File: src/rtl/serial_negate_if.sv
// Valid/ready bundle for the serial negate unit.
// master drives operands and accepts results; slave is the unit.
interface serial_negate_if #(
  parameter int WIDTH = 8
);
  logic             in_valid;
  logic             in_ready;
  logic [WIDTH-1:0] in_data;
  logic [1:0]       mode;
  logic             out_valid;
  logic             out_ready;
  logic [WIDTH-1:0] out_data;
  logic             ovf;
  logic             zero;

  modport master (
    output in_valid, in_data, mode, out_ready,
    input  in_ready, out_valid, out_data, ovf, zero
  );

  modport slave (
    input  in_valid, in_data, mode, out_ready,
    output in_ready, out_valid, out_data, ovf, zero
  );
endinterface

File: src/rtl/serial_negate.sv
// Serial pass/negate/abs/-abs unit, DIGIT bits per clock.
// One operand in flight; result held until out_ready.
module serial_negate #(
  parameter int WIDTH = 8,
  parameter int DIGIT = 1
) (
  input logic clk,
  input logic rst,
  serial_negate_if.slave bus
);
  localparam int N  = WIDTH / DIGIT;
  localparam int CW = (N > 1) ? $clog2(N) : 1;

  typedef enum logic [1:0] {
    IDLE,
    RUN,
    DONE
  } state_t;

  state_t state, state_n;

  logic [WIDTH-1:0] sh;
  logic [WIDTH-1:0] res_q;
  logic [WIDTH-1:0] shifted;
  logic [CW-1:0]    cnt;
  logic             carry;
  logic             neg;
  logic             ovf_nx;
  logic             ovf_q;
  logic             zero_q;
  logic             neg_in;
  logic             is_min;
  logic             last;
  logic [DIGIT-1:0] d;
  logic [DIGIT-1:0] r;
  logic [DIGIT:0]   sum;

  assign is_min = bus.in_data == {1'b1, {(WIDTH-1){1'b0}}};

  always_comb begin
    neg_in = 1'b0;
    unique case (bus.mode)
      2'b00: neg_in = 1'b0;
      2'b01: neg_in = 1'b1;
      2'b10: neg_in = bus.in_data[WIDTH-1];
      2'b11: neg_in = ~bus.in_data[WIDTH-1];
    endcase
  end

  // Negation is ~x + 1, rippled one digit per cycle from the LSB.
  assign d   = sh[DIGIT-1:0];
  assign sum = {1'b0, ~d} + {{DIGIT{1'b0}}, carry};
  assign r   = neg ? sum[DIGIT-1:0] : d;

  if (N == 1) begin : g_one
    assign shifted = r;
  end else begin : g_many
    assign shifted = {r, sh[WIDTH-1:DIGIT]};
  end

  assign last = cnt == CW'(N - 1);

  always_ff @(posedge clk) begin
    if (rst) state <= IDLE;
    else     state <= state_n;
  end

  always_comb begin
    state_n = state;
    unique case (state)
      IDLE:    if (bus.in_valid)  state_n = RUN;
      RUN:     if (last)          state_n = DONE;
      DONE:    if (bus.out_ready) state_n = IDLE;
      default: state_n = IDLE;
    endcase
  end

  always_ff @(posedge clk) begin
    if (rst) begin
      sh     <= '0;
      res_q  <= '0;
      cnt    <= '0;
      carry  <= 1'b1;
      neg    <= 1'b0;
      ovf_nx <= 1'b0;
      ovf_q  <= 1'b0;
      zero_q <= 1'b0;
    end else begin
      unique case (state)
        IDLE: begin
          if (bus.in_valid) begin
            sh     <= bus.in_data;
            carry  <= 1'b1;
            cnt    <= '0;
            neg    <= neg_in;
            ovf_nx <= neg_in & is_min;
          end
        end
        RUN: begin
          sh  <= shifted;
          cnt <= cnt + 1'b1;
          if (neg) carry <= sum[DIGIT];
          if (last) begin
            res_q  <= shifted;
            ovf_q  <= ovf_nx;
            zero_q <= shifted == '0;
          end
        end
        default: ;
      endcase
    end
  end

  assign bus.in_ready  = (state == IDLE) & ~rst;
  assign bus.out_valid = state == DONE;
  assign bus.out_data  = res_q;
  assign bus.ovf       = ovf_q;
  assign bus.zero      = zero_q;
endmodule

File: src/flat_wrapper.sv
// flat-port wrapper written by rule: the top's interface ports become plain ports
module serial_negate_flat 
#(
  parameter int WIDTH = 8,
  parameter int DIGIT = 1
)
  (clk, rst, bus_in_valid, bus_in_data, bus_mode, bus_out_ready, bus_in_ready, bus_out_valid, bus_out_data, bus_ovf, bus_zero);
  serial_negate_if #(.WIDTH(WIDTH)) bus_i ();
  input logic clk;
  input logic rst;
  input wire logic [$bits(bus_i.in_valid)-1:0] bus_in_valid;
  input wire logic [$bits(bus_i.in_data)-1:0] bus_in_data;
  input wire logic [$bits(bus_i.mode)-1:0] bus_mode;
  input wire logic [$bits(bus_i.out_ready)-1:0] bus_out_ready;
  output wire logic [$bits(bus_i.in_ready)-1:0] bus_in_ready;
  output wire logic [$bits(bus_i.out_valid)-1:0] bus_out_valid;
  output wire logic [$bits(bus_i.out_data)-1:0] bus_out_data;
  output wire logic [$bits(bus_i.ovf)-1:0] bus_ovf;
  output wire logic [$bits(bus_i.zero)-1:0] bus_zero;
  assign bus_i.in_valid = bus_in_valid;
  assign bus_i.in_data = bus_in_data;
  assign bus_i.mode = bus_mode;
  assign bus_i.out_ready = bus_out_ready;
  assign bus_in_ready = bus_i.in_ready;
  assign bus_out_valid = bus_i.out_valid;
  assign bus_out_data = bus_i.out_data;
  assign bus_ovf = bus_i.ovf;
  assign bus_zero = bus_i.zero;
  serial_negate #(.WIDTH(WIDTH), .DIGIT(DIGIT)) u_core (.clk(clk), .rst(rst), .bus(bus_i));
endmodule
File: config.mk
export PLATFORM = sky130hd
export DESIGN_NAME = serial_negate_flat
export DESIGN_NICKNAME = d
export VERILOG_FILES = /design/src/rtl/serial_negate_if.sv /design/src/rtl/serial_negate.sv /design/src/flat_wrapper.sv
export SDC_FILE = /design/constraint.sdc
export NUM_CORES = 1
export LEC_CHECK = 0
export CAP_MARGIN = 30
export CORE_MARGIN = 4
export CORE_UTILIZATION = 43
export CTS_CLUSTER_SIZE = 10
export DETAILED_ROUTE_END_ITERATION = 12
export GPL_ROUTABILITY_DRIVEN = 0
export PLACE_DENSITY = 0.73
export SLEW_MARGIN = 10
export SYNTH_ARGS = -nofsm -noshare
export SYNTH_HDL_FRONTEND = slang
export SYNTH_SLANG_ARGS = --single-unit
File: constraint.sdc
create_clock -name clk -period 1.53 [get_ports clk]
set_input_delay 0.3825 -clock clk [delete_from_list [all_inputs] [get_ports clk]]
set_output_delay 0.3825 -clock clk [all_outputs]
set_load 0.005 [all_outputs]
==> impl_metrics.ini, run 1 <==
[run_status]
status = complete, but fails checks
violations = negative setup slack

[detailed_routing]
drtAntennaViolNets = 0
drc = 0
detail_route.wl_per_cell_um = 13.4
routed_wl_um = 2670
via_count = 1067
drt_first_pass_iters = 4
drt_iter0_markers = 40
vias_per_cell = 5.36

[synth]
synth_fa_ha_area_frac = 0.0332
synth-simple-area-share = 0.282
ys_top_cells_by_area = dfxtp_1 (46%), nand2_1 (11%), a311oi_1 (5.4%)
syn-instance-count = 135
async_reset_ff_frac = 0
avgSynthCellArea_um2 = 8.38
synth.yosys.seq_area_share = 0.460
synth_top_family_by_area = simple AND/OR/NAND/NOR gates
ys_warn_count = 0
yosys.area.top_type = dfxtp_1
yosysTopAreaCellShare = 0.460
synth.most_common_cell = nand2_1
synth_compound_area_frac = 0.171
synth_edf_count = 0
ys_types = 30
synth.cell_area_mm2 = 0.00113
ys_ff_latch = 26
synth_common_cells = nand2_1 (34), dfxtp_1 (26), a21oi_1 (12), nor2_1 (12), a311oi_1 (7)
synth_xor_area_frac = 0.00774
ys.flop_type = dfxtp_1
synthMuxAreaShare = 0.00996
synth_nets = 152

[sta]
worst_hold_slack_ns = 0.460
final-max-slew-violation-count = 0
grt_setup_unrepaired = true
worst_pin_slew_ns = 0.409
finClkSkew_ns = 0.00183
setup_viol = 1
worst_slack_ns = -0.00304
max_slew_margin = 0.727
finalHoldViolCount = 0
timing.fmax_mhz = 652
min_period_ns = 1.53
fin_crit_sh = 1.00

[power]
powerDensity_mw_per_mm2 = 815
power_leakage_nw = 0.662
vdd_drop_max_mv = 0.493

[placement]
place_area_mm2 = 0.00148
place_inst = 193
dpl.hpwl_um = 1910
place.port_buffers = 25
post-place-ws_ns = -0.388

[clock_network]
htreeDepth = 1
ctsHoldBuffers = 0
cts_buffers = 3
cts_sinks = 26
cts_tree = done
root_buffer = clkbuf_4
clk_pin_slew_worst_paths_ns = 0.14
insertion_delay_ns = 0.31
clockBufferDepth = 2

[die]
io_pins = 26
die_h_um = 59.3
rows = 18
die_area_mm2 = 0.00351
die_w_um = 59.3
initial_core_util = 0.452
core-area_mm2 = 0.00250

[global_routing]
grt_pass1_vias = 1009
grt_pass1_wl_um = 4250
antenna_found_initial = 0
grt_max_degree = 28
track_usage = 0.154
grt-ovfl-total = 0

[final_layout]
seq_area_um2 = 543
drive_above_1_share = 0.260
fillers = 227
nNetsFinal = 187
multi_input_area_um2 = 606
post-route-util = 0.627
num_antenna_cells = 0
layout-area-overhead-vs-synth_pct = 38.5
instances_no_fill = 199
fin_area_mm2 = 0.00157

[hold_path]
hp-class = flip-flop to flip-flop

[worst_setup_path]
path_max_fanout = 2
cp-end-kind = flip-flop
startpoint_type = flip-flop
crit_required_ns = 1.79
arrival_ns = 1.79
worstSetupPathType = flip-flop to flip-flop

[job]
drv_cap = 0
-- cell type report --
| type | count | area share |
|---|---|---|
| tap | 30 | 0.0240 |
| inverter | 1 | 0.00240 |
| clock buffer | 4 | 0.0232 |
| timing repair buffer | 39 | 0.217 |
| sequential | 26 | 0.347 |
| multi-input combinational | 99 | 0.387 |
-- path summary, 6_finish.rpt --
kind,startpoint,slack [ns],to,depth (start not counted)
worst min register to register,u_core.bus.zero,0.46,u_core.bus.zero,2
worst min-delay path,u_core.bus.zero,0.46,u_core.bus.zero,2
worst max-delay path,u_core.sh[4],-0.003,u_core.bus.zero,3
worst max register to register,u_core.sh[4],-0.003,u_core.bus.zero,3
-- cell usage in the layout (no fill, tap or decap), drive strengths merged, types with 3 or more instances in the layout --
cell type,netlist,layout
nand2,34,34
dfxtp,26,26
buf,3,14
clkdlybuf4s50,0,12
nor3,3,3
a21oi,12,12
dlygate4sd2,0,12
ha,3,3
clkbuf,6,4
nor2,12,12
a211oi,4,4
a311oi,7,7
-- per-layer routing --
metal | share of wire | global-route usage
met1 | 0.44 | 0.201
met2 | 0.47 | 0.257
met3 | 0.065 | 0.0261
met4 | 0.025 | 0.0453
met5 | 0 | 0
-- kinds of logic (layout without fill, tap and decap cells) --
group                    count (synthesis)  count (layout)
AO/OA/AOI/OAI                           28              28
AND/OR/NAND/NOR                         66              66
adder cells (fa/ha/maj)                  3               3
multiplexers                             1               1
flip-flops                              26              26
buffers and inverters                   10              44
XOR/XNOR                                 1               1
-- per-stage QoR --
stage | TNS, ns | power, W
detailed placement | -1.69 | 0.000930
global route | -0.0529 | 0.00134
finish | -0.00304 | 0.00128
CTS | -0.00982 | 0.00128
global placement | -1.21 | 0.000923
floorplan | 0 | 0.000834
-- what timing repair did --
item | CTS | global route
endpoints found under the setup margin | 13 | 3
hold endpoints to repair | 0 | 0
gates resized for setup | 28 | 9
setup buffers | 2 | 0
pin swaps | 1 | 3
-- critical path, stage by stage (launching register included) --
cell and delay [ns]:
dfxtp_2 0.35, or4_4 0.52, or4_1 0.48, a21oi_1 0.12
-- registers in the layout (all words and copies together), names as in the netlist --
register / cells
u_core.neg: 1
u_core.cnt: 3
u_core.sh: 8
u_core.state: 2
u_core.bus.zero: 1
u_core.bus.ovf: 1
u_core.carry: 1
u_core.bus.out_data: 8
u_core.ovf_nx: 1
-- report_power, final --
group	internal, W	switching (W)
Combinational	0.000109	0.0000948
Sequential	0.000706	0.0000220
Clock	0.000145	0.000201
Total	0.000960	0.000317
Note: power is estimated with default switching activity, not from simulation.
==> inputs of run 2 (changes only) <==
--- a/config.mk
+++ b/config.mk
@@ -7,11 +7,12 @@
 export LEC_CHECK = 0
 export CAP_MARGIN = 30
 export CORE_MARGIN = 4
-export CORE_UTILIZATION = 43
+export CORE_UTILIZATION = 38
+export CTS_BUF_LIST = sky130_fd_sc_hd__clkbuf_8
 export CTS_CLUSTER_SIZE = 10
 export DETAILED_ROUTE_END_ITERATION = 12
 export GPL_ROUTABILITY_DRIVEN = 0
-export PLACE_DENSITY = 0.73
+export PLACE_DENSITY = 0.66
 export SLEW_MARGIN = 10
 export SYNTH_ARGS = -nofsm -noshare
 export SYNTH_HDL_FRONTEND = slang
==> run 2 against run 1 <==
Effect of this change: the flow now finishes without violations; clock skew up 0.0036 ns; non-clock buffer count is 2 lower; combinational power is 5% lower; largest power group unchanged.
==> impl_metrics.ini, run 2 (synthesis gave the netlist of run 1 again) <==
[detailed_routing]
drc = 0
drt_iter0_markers = 52
drt_first_pass_iters = 4
drtAntennaViolNets = 0
via_count = 1047
vias_per_cell = 5.29
detail_route.wl_per_cell_um = 13.1
routed_wl_um = 2590

[placement]
dpl.hpwl_um = 1890
post-place-ws_ns = -0.381
place_area_mm2 = 0.00148
place.port_buffers = 25

[sta]
setup_viol = 0
worst_slack_ns = 0.0128
worst_pin_slew_ns = 0.367
min_period_ns = 1.52
finClkSkew_ns = 0.00540
fin_crit_sh = 0.992
timing.fmax_mhz = 659
final-max-slew-violation-count = 0
max_slew_margin = 0.755
grt_setup_unrepaired = true
finalHoldViolCount = 0

[clock_network]
cts_sinks = 26
htreeDepth = 1
clk_pin_slew_worst_paths_ns = 0.09
cts_buffers = 3
post_cts_buffers = 0
cts_tree = done
clockBufferDepth = 2
root_buffer = clkbuf_8
insertion_delay_ns = 0.28

[final_layout]
final_common_cell = nand2_1
fillers = 270
layout-area-overhead-vs-synth_pct = 40.6
fin_area_mm2 = 0.00159
nNetsFinal = 185
drive_above_1_share = 0.186
final_cell_mix = nand2_1 (34), dfxtp_1 (21), clkdlybuf4s50_1 (15), nor2_1 (12), buf_4 (12)
num_antenna_cells = 0
post-route-util = 0.567

[global_routing]
grt_pass1_vias = 955
track_usage = 0.138
antenna_found_initial = 0
grt-ovfl-total = 0
grt_pass1_wl_um = 4340
grt_max_degree = 28

[power]
power_leakage_nw = 0.739
swShare = 0.244
internal_power_w = 0.00104
comb_power_share = 0.140
pwr-share-clk = 0.330
powerDensity_mw_per_mm2 = 861
pwr-share-seq = 0.530
vdd_drop_max_mv = 0.414
p_sw_w = 0.000333

[worst_setup_path]
cp_num_buf_inv = 0
cp_slowest_stage_delay_ns = 0.52
path_delay_family = simple AND/OR/NAND/NOR gates
worstSetupPathType = flip-flop to flip-flop
crit_required_ns = 1.75
path_max_fanout = 2
cpMaxStageDelayCell = or4_1
startpoint_type = flip-flop
cp-end-kind = flip-flop
arrival_ns = 1.74
path_cells = or4_1 -> or4_4 -> a21oi_2

[run_status]
status = finished, final reports clean

[die]
die_area_mm2 = 0.00391
io_pins = 26
die_w_um = 62.6
die_h_um = 62.6
core-area_mm2 = 0.00281
rows = 19
initial_core_util = 0.403

[hold_path]
hp-class = flip-flop to flip-flop

[job]
drv_cap = 0
run 2: cell types whose count changed in the layout (fill, tap and decap cells not counted), sizes merged:
cell           previous run  this run
dlygate4sd2              12         3
dlymetal6s2s              0         7
clkdlybuf4s50            12        15
buf                      14        12
clkdlybuf4s15             1         0
run 2: worst reg2reg max path: stages, from the launching register on:
cell and delay (ns):
dfxtp_1 0.31, or4_1 0.52, or4_4 0.49, a21oi_2 0.14
run 2: power by group through the flow:
| stage | Sequential (W) | Clock [W] | Combinational [W] |
|---|---|---|---|
| global route | 0.000729 | 0.000489 | 0.000212 |
| CTS | 0.000724 | 0.000463 | 0.000190 |
| detailed placement | 0.000739 | 0 | 0.000188 |
| finish | 0.000725 | 0.000451 | 0.000192 |
| floorplan | 0.000736 | 0 | 0.0000981 |
| global placement | 0.000738 | 0 | 0.000184 |
run 2: worst paths after layout:
kind	from	to	slack, ns	depth (start not counted)
setup / recovery	u_core.sh[2]	u_core.bus.zero	0.01	3
hold / removal	u_core.bus.ovf	u_core.bus.ovf	0.45	2
setup reg to reg	u_core.sh[2]	u_core.bus.zero	0.01	3
hold reg to reg	u_core.bus.ovf	u_core.bus.ovf	0.45	2
run 2: per-stage QoR:
step	setup TNS (ns)	hold slack (ns)	instances	power (W)
after global placement	-1.27	0.444	194	0.000922
after detailed placement	-1.59	0.446	194	0.000927
after CTS	0	0.459	198	0.00138
after floorplan	0	0.432	135	0.000834
after global routing	-0.0403	0.484	198	0.00143
final	0	0.453	198	0.00137
run 2: area by class of cell:
cell class	count	area, um2	area share
Multi-Input combinational cell	99	612	0.385
Sequential cell	26	527	0.331
Timing Repair Buffer	37	354	0.223
Clock buffer	4	55.1	0.0346
Tap cell	31	38.8	0.0244
Inverter	1	3.75	0.00236
run 2: timing repair:
action                     in CTS  in global routing
setup endpoints to repair       3                 10
pin swaps                       0                  2
hold buffers                    0                  0
resized for setup               9                 13
hold endpoints to repair        0                  0
run 2: layer usage:
metal,global-route usage,routed length (um),vias to the layer above
li1,-,-,536
met1,0.166,1190,473
met3,0.0270,132,5
met2,0.222,1200,33
met5,0,0,-
met4,0.0909,67,0
